File: config.mk
export PLATFORM = sky130hd
export DESIGN_NAME = ex_mem_fwd_stage
export DESIGN_NICKNAME = d
export VERILOG_FILES = /design/src/rtl/ex_mem_fwd_stage_pkg.sv /design/src/rtl/ex_mem_fwd_stage_fwd_cmp.sv /design/src/rtl/ex_mem_fwd_stage.sv
export SDC_FILE = /design/constraint.sdc
export NUM_CORES = 1
export LEC_CHECK = 0
export BUFFER_PORTS_ARGS = -buffer_cell sky130_fd_sc_hd__buf_2
export CORE_AREA = 2 2 138 140
export CTS_BUF_LIST = sky130_fd_sc_hd__clkbuf_4 sky130_fd_sc_hd__clkbuf_8
export DETAILED_ROUTE_END_ITERATION = 8
export DIE_AREA = 0 0 140 142
export HOLD_SLACK_MARGIN = 0.02
export MAX_ROUTING_LAYER = met4
export PLACE_DENSITY = 0.7
export SYNTH_ARGS = -nofsm -noshare
export SYNTH_HDL_FRONTEND = slang
export SYNTH_SLANG_ARGS = --single-unit
File: constraint.sdc
create_clock -name clk -period 14 [get_ports clk]
set_input_delay 1.4 -clock clk [delete_from_list [all_inputs] [get_ports clk]]
set_output_delay 1.4 -clock clk [all_outputs]
set_load 0.02 [all_outputs]
File: src/rtl/ex_mem_fwd_stage_pkg.sv
// -----------------------------------------------------------------------------
// ex_mem_fwd_stage_pkg
//   Shared definitions for the EX/MEM pipeline register and its forwarding
//   comparators: the default hold threshold, the NOP encoding inserted on
//   bubbles, and the 2-bit forward-select encoding returned to the ID stage.
// -----------------------------------------------------------------------------
package ex_mem_fwd_stage_pkg;

  // hold_flag_i at or above this level freezes the EX/MEM register
  localparam logic [2:0]  HOLD_ID      = 3'b011;

  // addi x0, x0, 0
  localparam logic [31:0] NOP_INST_ENC = 32'h0000_0013;

  // Forward select presented to ID for each read port
  typedef enum logic [1:0] {
    FWD_NONE  = 2'b00,  // operand comes from the register file
    FWD_STALL = 2'b01,  // load in EX feeds this operand: stall one cycle
    FWD_MEM   = 2'b10,  // take the MEM-stage result (or load data)
    FWD_EX    = 2'b11   // take the EX-stage ALU result
  } fwd_sel_e;

  // True when the hold level is high enough to freeze this stage
  function automatic logic is_hold(input logic [2:0] level,
                                   input logic [2:0] threshold);
    return (level >= threshold);
  endfunction

endpackage

File: src/rtl/ex_mem_fwd_stage_fwd_cmp.sv
// -----------------------------------------------------------------------------
// ex_mem_fwd_stage_fwd_cmp
//   Single read-port hazard comparator. Compares one ID read address against
//   the instruction currently in EX and the one currently in MEM and returns
//   the forward select for that port. EX is the younger producer and wins.
//
// Ports
//   i_raddr      ID read address for this port
//   i_re         ID read enable for this port
//   i_ex_valid   EX holds a real instruction
//   i_ex_we      EX instruction writes a register
//   i_ex_waddr   EX destination register
//   i_ex_load    EX instruction is a load
//   i_mem_valid  MEM holds a real instruction
//   i_mem_we     MEM write enable (already qualified by valid)
//   i_mem_waddr  MEM destination register
//   o_flag       forward select (fwd_sel_e encoding)
// -----------------------------------------------------------------------------
module ex_mem_fwd_stage_fwd_cmp
  import ex_mem_fwd_stage_pkg::*;
#(
  parameter int AW = 5
) (
  input  logic [AW-1:0] i_raddr,
  input  logic          i_re,
  input  logic          i_ex_valid,
  input  logic          i_ex_we,
  input  logic [AW-1:0] i_ex_waddr,
  input  logic          i_ex_load,
  input  logic          i_mem_valid,
  input  logic          i_mem_we,
  input  logic [AW-1:0] i_mem_waddr,
  output logic [1:0]    o_flag
);

  logic w_ex_hit;
  logic w_mem_hit;

  // x0 is hard-wired to zero, so a write to it is never a producer
  assign w_ex_hit  = i_ex_valid & i_ex_we & (i_ex_waddr != '0) &
                     i_re & (i_ex_waddr == i_raddr);

  assign w_mem_hit = i_mem_valid & i_mem_we & (i_mem_waddr != '0) &
                     i_re & (i_mem_waddr == i_raddr);

  always_comb begin
    o_flag = FWD_NONE;
    if (w_ex_hit) begin
      // a load's data is not available until MEM, so it cannot be forwarded
      // from EX; request a stall and pick it up from MEM next cycle
      o_flag = i_ex_load ? FWD_STALL : FWD_EX;
    end else if (w_mem_hit) begin
      o_flag = FWD_MEM;
    end
  end

endmodule

File: src/rtl/ex_mem_fwd_stage.sv
// -----------------------------------------------------------------------------
// ex_mem_fwd_stage
//   EX/MEM pipeline register for the 5-stage core with valid tracking, flush
//   and hold, plus the two-tier (EX / MEM) operand-forwarding selects and the
//   load-use stall request fed back to the ID stage and ctrl.
//
//   Register update priority on each rising clk: rst, flush_i, hold, load.
//   Forwarding outputs are purely combinational from the EX inputs, the ID
//   read ports and the current MEM register contents.
//
// Ports
//   clk, rst               clock; asynchronous active-high reset
//   hold_flag_i            hold level from ctrl (freeze when >= HOLD_LEVEL)
//   flush_i                replace the instruction entering MEM by a bubble
//   ex_valid_i             EX holds a real instruction
//   inst_i                 EX instruction word
//   op1_add_op2_res_i      EX address/sum result
//   reg1_rdata_i           rs1 operand
//   reg2_rdata_i           rs2 operand (store data)
//   reg_wdata_i            EX write-back data
//   reg_we_i               EX writes a register
//   reg_waddr_i            EX destination register
//   ex_load_i              EX instruction is a load
//   id_raddr_i             ID read addresses, port k at [k*AW +: AW]
//   id_re_i                ID read enables, one per port
//   inst_o .. reg_waddr_o  registered MEM-stage fields
//   mem_valid_o            MEM holds a real instruction
//   mem_load_o             MEM instruction is a load
//   fwd_flag_o             forward select, port k at [2k+1:2k]
//   stall_req_o            load-use stall request to ctrl
// -----------------------------------------------------------------------------
module ex_mem_fwd_stage
  import ex_mem_fwd_stage_pkg::*;
#(
  parameter int          DW         = 32,
  parameter int          AW         = 5,
  parameter int          NUM_RD     = 2,
  parameter logic [2:0]  HOLD_LEVEL = HOLD_ID,
  parameter logic [31:0] NOP_INST   = NOP_INST_ENC
) (
  input  logic                 clk,
  input  logic                 rst,
  input  logic [2:0]           hold_flag_i,
  input  logic                 flush_i,
  input  logic                 ex_valid_i,
  input  logic [31:0]          inst_i,
  input  logic [DW-1:0]        op1_add_op2_res_i,
  input  logic [DW-1:0]        reg1_rdata_i,
  input  logic [DW-1:0]        reg2_rdata_i,
  input  logic [DW-1:0]        reg_wdata_i,
  input  logic                 reg_we_i,
  input  logic [AW-1:0]        reg_waddr_i,
  input  logic                 ex_load_i,
  input  logic [NUM_RD*AW-1:0] id_raddr_i,
  input  logic [NUM_RD-1:0]    id_re_i,
  output logic [31:0]          inst_o,
  output logic [DW-1:0]        op1_add_op2_res_o,
  output logic [DW-1:0]        reg1_rdata_o,
  output logic [DW-1:0]        reg2_rdata_o,
  output logic [DW-1:0]        reg_wdata_o,
  output logic                 reg_we_o,
  output logic [AW-1:0]        reg_waddr_o,
  output logic                 mem_valid_o,
  output logic                 mem_load_o,
  output logic [2*NUM_RD-1:0]  fwd_flag_o,
  output logic                 stall_req_o
);

  // ---------------------------------------------------------------------------
  // Pipeline registers
  // ---------------------------------------------------------------------------
  logic [31:0]   r_inst;
  logic [DW-1:0] r_res;
  logic [DW-1:0] r_rs1;
  logic [DW-1:0] r_rs2;
  logic [DW-1:0] r_wdata;
  logic          r_we;
  logic [AW-1:0] r_waddr;
  logic          r_valid;
  logic          r_load;

  logic          w_hold;

  assign w_hold = is_hold(hold_flag_i, HOLD_LEVEL);

  always_ff @(posedge clk or posedge rst) begin
    if (rst) begin
      r_inst  <= NOP_INST;
      r_res   <= '0;
      r_rs1   <= '0;
      r_rs2   <= '0;
      r_wdata <= '0;
      r_we    <= 1'b0;
      r_waddr <= '0;
      r_valid <= 1'b0;
      r_load  <= 1'b0;
    end else if (flush_i) begin
      // flush beats hold: a killed instruction must not linger in MEM
      r_inst  <= NOP_INST;
      r_res   <= '0;
      r_rs1   <= '0;
      r_rs2   <= '0;
      r_wdata <= '0;
      r_we    <= 1'b0;
      r_waddr <= '0;
      r_valid <= 1'b0;
      r_load  <= 1'b0;
    end else if (!w_hold) begin
      r_inst  <= inst_i;
      r_res   <= op1_add_op2_res_i;
      r_rs1   <= reg1_rdata_i;
      r_rs2   <= reg2_rdata_i;
      r_wdata <= reg_wdata_i;
      // side-effect bits are qualified so an EX bubble can never write or
      // be mistaken for a load downstream
      r_we    <= reg_we_i & ex_valid_i;
      r_waddr <= reg_waddr_i;
      r_valid <= ex_valid_i;
      r_load  <= ex_load_i & ex_valid_i;
    end
  end

  assign inst_o            = r_inst;
  assign op1_add_op2_res_o = r_res;
  assign reg1_rdata_o      = r_rs1;
  assign reg2_rdata_o      = r_rs2;
  assign reg_wdata_o       = r_wdata;
  assign reg_we_o          = r_we;
  assign reg_waddr_o       = r_waddr;
  assign mem_valid_o       = r_valid;
  assign mem_load_o        = r_load;

  // ---------------------------------------------------------------------------
  // Forwarding: one comparator per ID read port
  // ---------------------------------------------------------------------------
  logic [2*NUM_RD-1:0] w_fwd_flag;

  for (genvar g = 0; g < NUM_RD; g++) begin : g_port
    ex_mem_fwd_stage_fwd_cmp #(
      .AW (AW)
    ) u_fwd_cmp (
      .i_raddr     (id_raddr_i[g*AW +: AW]),
      .i_re        (id_re_i[g]),
      .i_ex_valid  (ex_valid_i),
      .i_ex_we     (reg_we_i),
      .i_ex_waddr  (reg_waddr_i),
      .i_ex_load   (ex_load_i),
      .i_mem_valid (r_valid),
      .i_mem_we    (r_we),
      .i_mem_waddr (r_waddr),
      .o_flag      (w_fwd_flag[2*g +: 2])
    );
  end

  assign fwd_flag_o = w_fwd_flag;

  // Any port that needs a loaded value still sitting in EX stalls ID
  logic w_stall;

  always_comb begin
    w_stall = 1'b0;
    for (int k = 0; k < NUM_RD; k++) begin
      if (w_fwd_flag[2*k +: 2] == FWD_STALL) begin
        w_stall = 1'b1;
      end
    end
  end

  assign stall_req_o = w_stall;

endmodule

==> summary.md <==
| Metric | Value |
|---|---|
| Num ports | `359` |
| Post-CTS sizing | `0` |
| Mapped Cells | `417` |
| DP Worst Slack | `9.86 ns` |
| Largest net degree at the start of global routing | `98` |
| Via density per instance | `4.97` |
| Critical Path AT | `2.74 ns` |
| Clk pin slew, worst setup/hold paths | `0.09 ns` |
| CTS tree | `yes` |
| CTS hold repair buffers | `0` |
| Synth-to-layout area growth | `38.1%` |
| Detail Route Antenna Nets | `0` |
| Min-Delay Path Class | `register to register` |
| Core box area | `18500 um2` |
| Power Dens Cells | `about 120 nW/um2` |
| GRT Total Usage | `17.1%` |
| DIE AREA | `19900 um2` |
| Row cnt | `50` |
| Die Wd | `140 um` |
| Sequential Area | `4210 um2` |
| Post-synthesis sequential area ratio | `68.0%` |
| Max VDD drop | `0.0517 mV` |
| Worst relative slew slack | `31.0%` |
| CTS buffer count | `17` |
| Status | `finished, violations left` |
| Max-cap violations | `0` |
| Initial antenna violation count | `0` |
| Number of diodes | `0` |
| Synth cell types | `27` |
| Routed vias | `between 5k and 6k` |
| Clock latency on the worst-skew pair | `approximately 0.43 ns` |
| Worst-Margin Slew | `1.03 ns` |
| Clk root buf | `clkbuf_8` |
| RePlAce Congestion | `approximately 0.9` |
| H-tree depth | `4` |
| Skew final | `0 ns` |
| Static leakage | `4.80 nW` |
| Critical Path Start Type | `primary input` |
| Nets | `947` |
| Pins Over Slew Limit | `0` |
| Final setup viols | `0` |
| Final WS setup | `9.86 ns` |
| Kind of critical path | `primary input to output port` |
| # port buffers | `358` |
| Starting Density | `33.5%` |
| First-pass GRT wire length | `26.0 mm` |
| Fillers | `1712` |
| Setup TNS | `0 ns` |
| Final Instance Area | `around 8500 um2` |
| Final Hold Vio Count | `0` |
| Critical-path maximum fanout | `4` |
| Worst hold slack | `approximately 0.5 ns` |
| Multi-input logic area | `between 1500 and 2000 um2` |
| Min Tclk post-route | `4.14 ns` |
| Total Power | `1.02 mW` |
| Share of layout cells above drive strength 1 | `52.2%` |
| Max Freq | `242 MHz` |
| Clock Path Buffers | `2` |
| RSZ-0062 raised after global routing | `no` |
| Total gr overflow | `0` |
| Post-DP Area | `roughly 8000 um2` |
| Critical path endpoint category | `output port` |
| Pre-Repair DR Iteration Count | `8` |
| Die height | `142 um` |
| Post CTS Setup Buffer Count | `0` |
| Drt total wl | `16.9 mm` |
| Post-Syn Area | `6190 um2` |
| Failing checks | `design-rule violations` |
| Clock tree sinks | `168` |
| Worst EP required | `12.60 ns` |
| Placed wire-length estimate | `~12 mm` |
| Residual DRC count | `21` |
| Syn avg cell area | `14.8 um2` |
| Yosys reg bits | `168` |
| DR WL/cell | `roughly 17 um` |
| DR iter-0 viols | `338` |
| Fin crit share | `29.6%` |
| Syn Nets | `approximately 600` |
| Vias in the first global route | `~4.9k` |
| Syn. warnings | `0` |
## worst max-delay path, stage by stage
cell and delay (ns):
buf_2 0.13, or4_1 0.54, o211ai_2 0.20, nor3_1 0.14
o21a_1 0.18, buf_2 0.15
## stage by stage
stage               utilization [%]  std cells
floorplan                         -        417
global placement               44.2        976
detailed placement             44.2        976
CTS                            46.3       1008
global route                   46.3       1008
finish                         46.3       1008
## area by class of cell
| class | count | area share (%) |
|---|---|---|
| clock buffers | 21 | 3.31 |
| flip-flops and latches | 168 | 49.2 |
| inverters | 1 | 0.102 |
| multi-input cells | 210 | 21.2 |
| well taps | 234 | 3.43 |
| clock inverters | 11 | 1.32 |
| repair buffers | 363 | 21.4 |
## layer usage
layer / track usage (%) / vias up / routed length [um]
li1: - / 2287 / -
met1: 21.3 / 2463 / 6980
met2: 26.7 / 219 / 8340
met3: 4.24 / 38 / 1110
met4: 7.71 / 0 / 472
met5: - / - / 0
## synthesized netlist by cell type
cell / count / area share, %
a21oi_1: 1 / 0.081
a22o_1: 162 / 23
a22o_2: 1 / 0.16
a32o_1: 2 / 0.32
buf_2: 22 / 1.8
buf_4: 2 / 0.24
clkbuf_1: 14 / 0.85
dfrtp_1: 165 / 67
dfstp_2: 3 / 1.3
inv_1: 1 / 0.061
mux2i_1: 2 / 0.32
nand2_1: 2 / 0.12
nand2b_1: 1 / 0.10
nand4_1: 4 / 0.40
nor2_1: 1 / 0.061
nor2b_1: 1 / 0.10
nor3_1: 2 / 0.16
nor4_1: 2 / 0.20
o211ai_2: 1 / 0.20
o21a_1: 1 / 0.12
o22a_1: 3 / 0.42
o311a_1: 1 / 0.16
or2_2: 1 / 0.10
or3_1: 1 / 0.10
or4_1: 1 / 0.12
xnor2_1: 12 / 1.7
xor2_1: 8 / 1.1
## kinds of logic after synthesis
| kind of cell | Yosys count | share of synthesized area (%) |
|---|---|---|
| AO/OA/AOI/OAI | 172 | 24.4 |
| flip-flops | 168 | 68.0 |
| buffers and inverters | 39 | 2.93 |
| XOR/XNOR | 20 | 2.83 |
| AND/OR/NAND/NOR | 16 | 1.48 |
| multiplexers | 2 | 0.324 |
## layout by cell type (no fill, tap or decap), drive strengths merged
cell type / n
nand4: 4
nor2b: 1
a22o: 163
a21oi: 1
nand2: 2
o311a: 1
o22a: 3
mux2i: 2
nor4: 2
nor3: 2
xor2: 8
clkinvlp: 4
dfrtp: 165
o21a: 1
or2: 1
clkinv: 3
clkbuf: 21
or4: 1
nand2b: 1
buf: 363
nor2: 1
o211ai: 1
inv: 4
a32o: 2
xnor2: 12
or3: 1
bufinv: 1
dfstp: 3
## state kept, by name, summed over array words and instances, names as in the netlist
name and cells:
inst_o 32, mem_load_o 1, mem_valid_o 1, op1_add_op2_res_o 32, reg1_rdata_o 32, reg2_rdata_o 32, reg_waddr_o 5, reg_wdata_o 32
reg_we_o 1
## path summary, 6_finish.rpt
kind	cells after the start	end	from	slack, ns
setup reg to reg	1	reg_waddr_o[2]	reg_waddr_o[2]	13.17
min in group asynchronous	2	op1_add_op2_res_o[28]	rst	1.11
max in group asynchronous	3	reg_wdata_o[19]	rst	11.44
setup / recovery	6	stall_req_o	reg_waddr_i[2]	9.86
hold / removal	1	mem_load_o	mem_load_o	0.50
hold reg to reg	1	mem_load_o	mem_load_o	0.50
## report_power, final
group | internal, mW | switching (mW)
logic | 0.0624 | 0.0948
clock network | 0.159 | 0.178
registers | 0.513 | 0.0160
(Power assumes the default switching activity.)
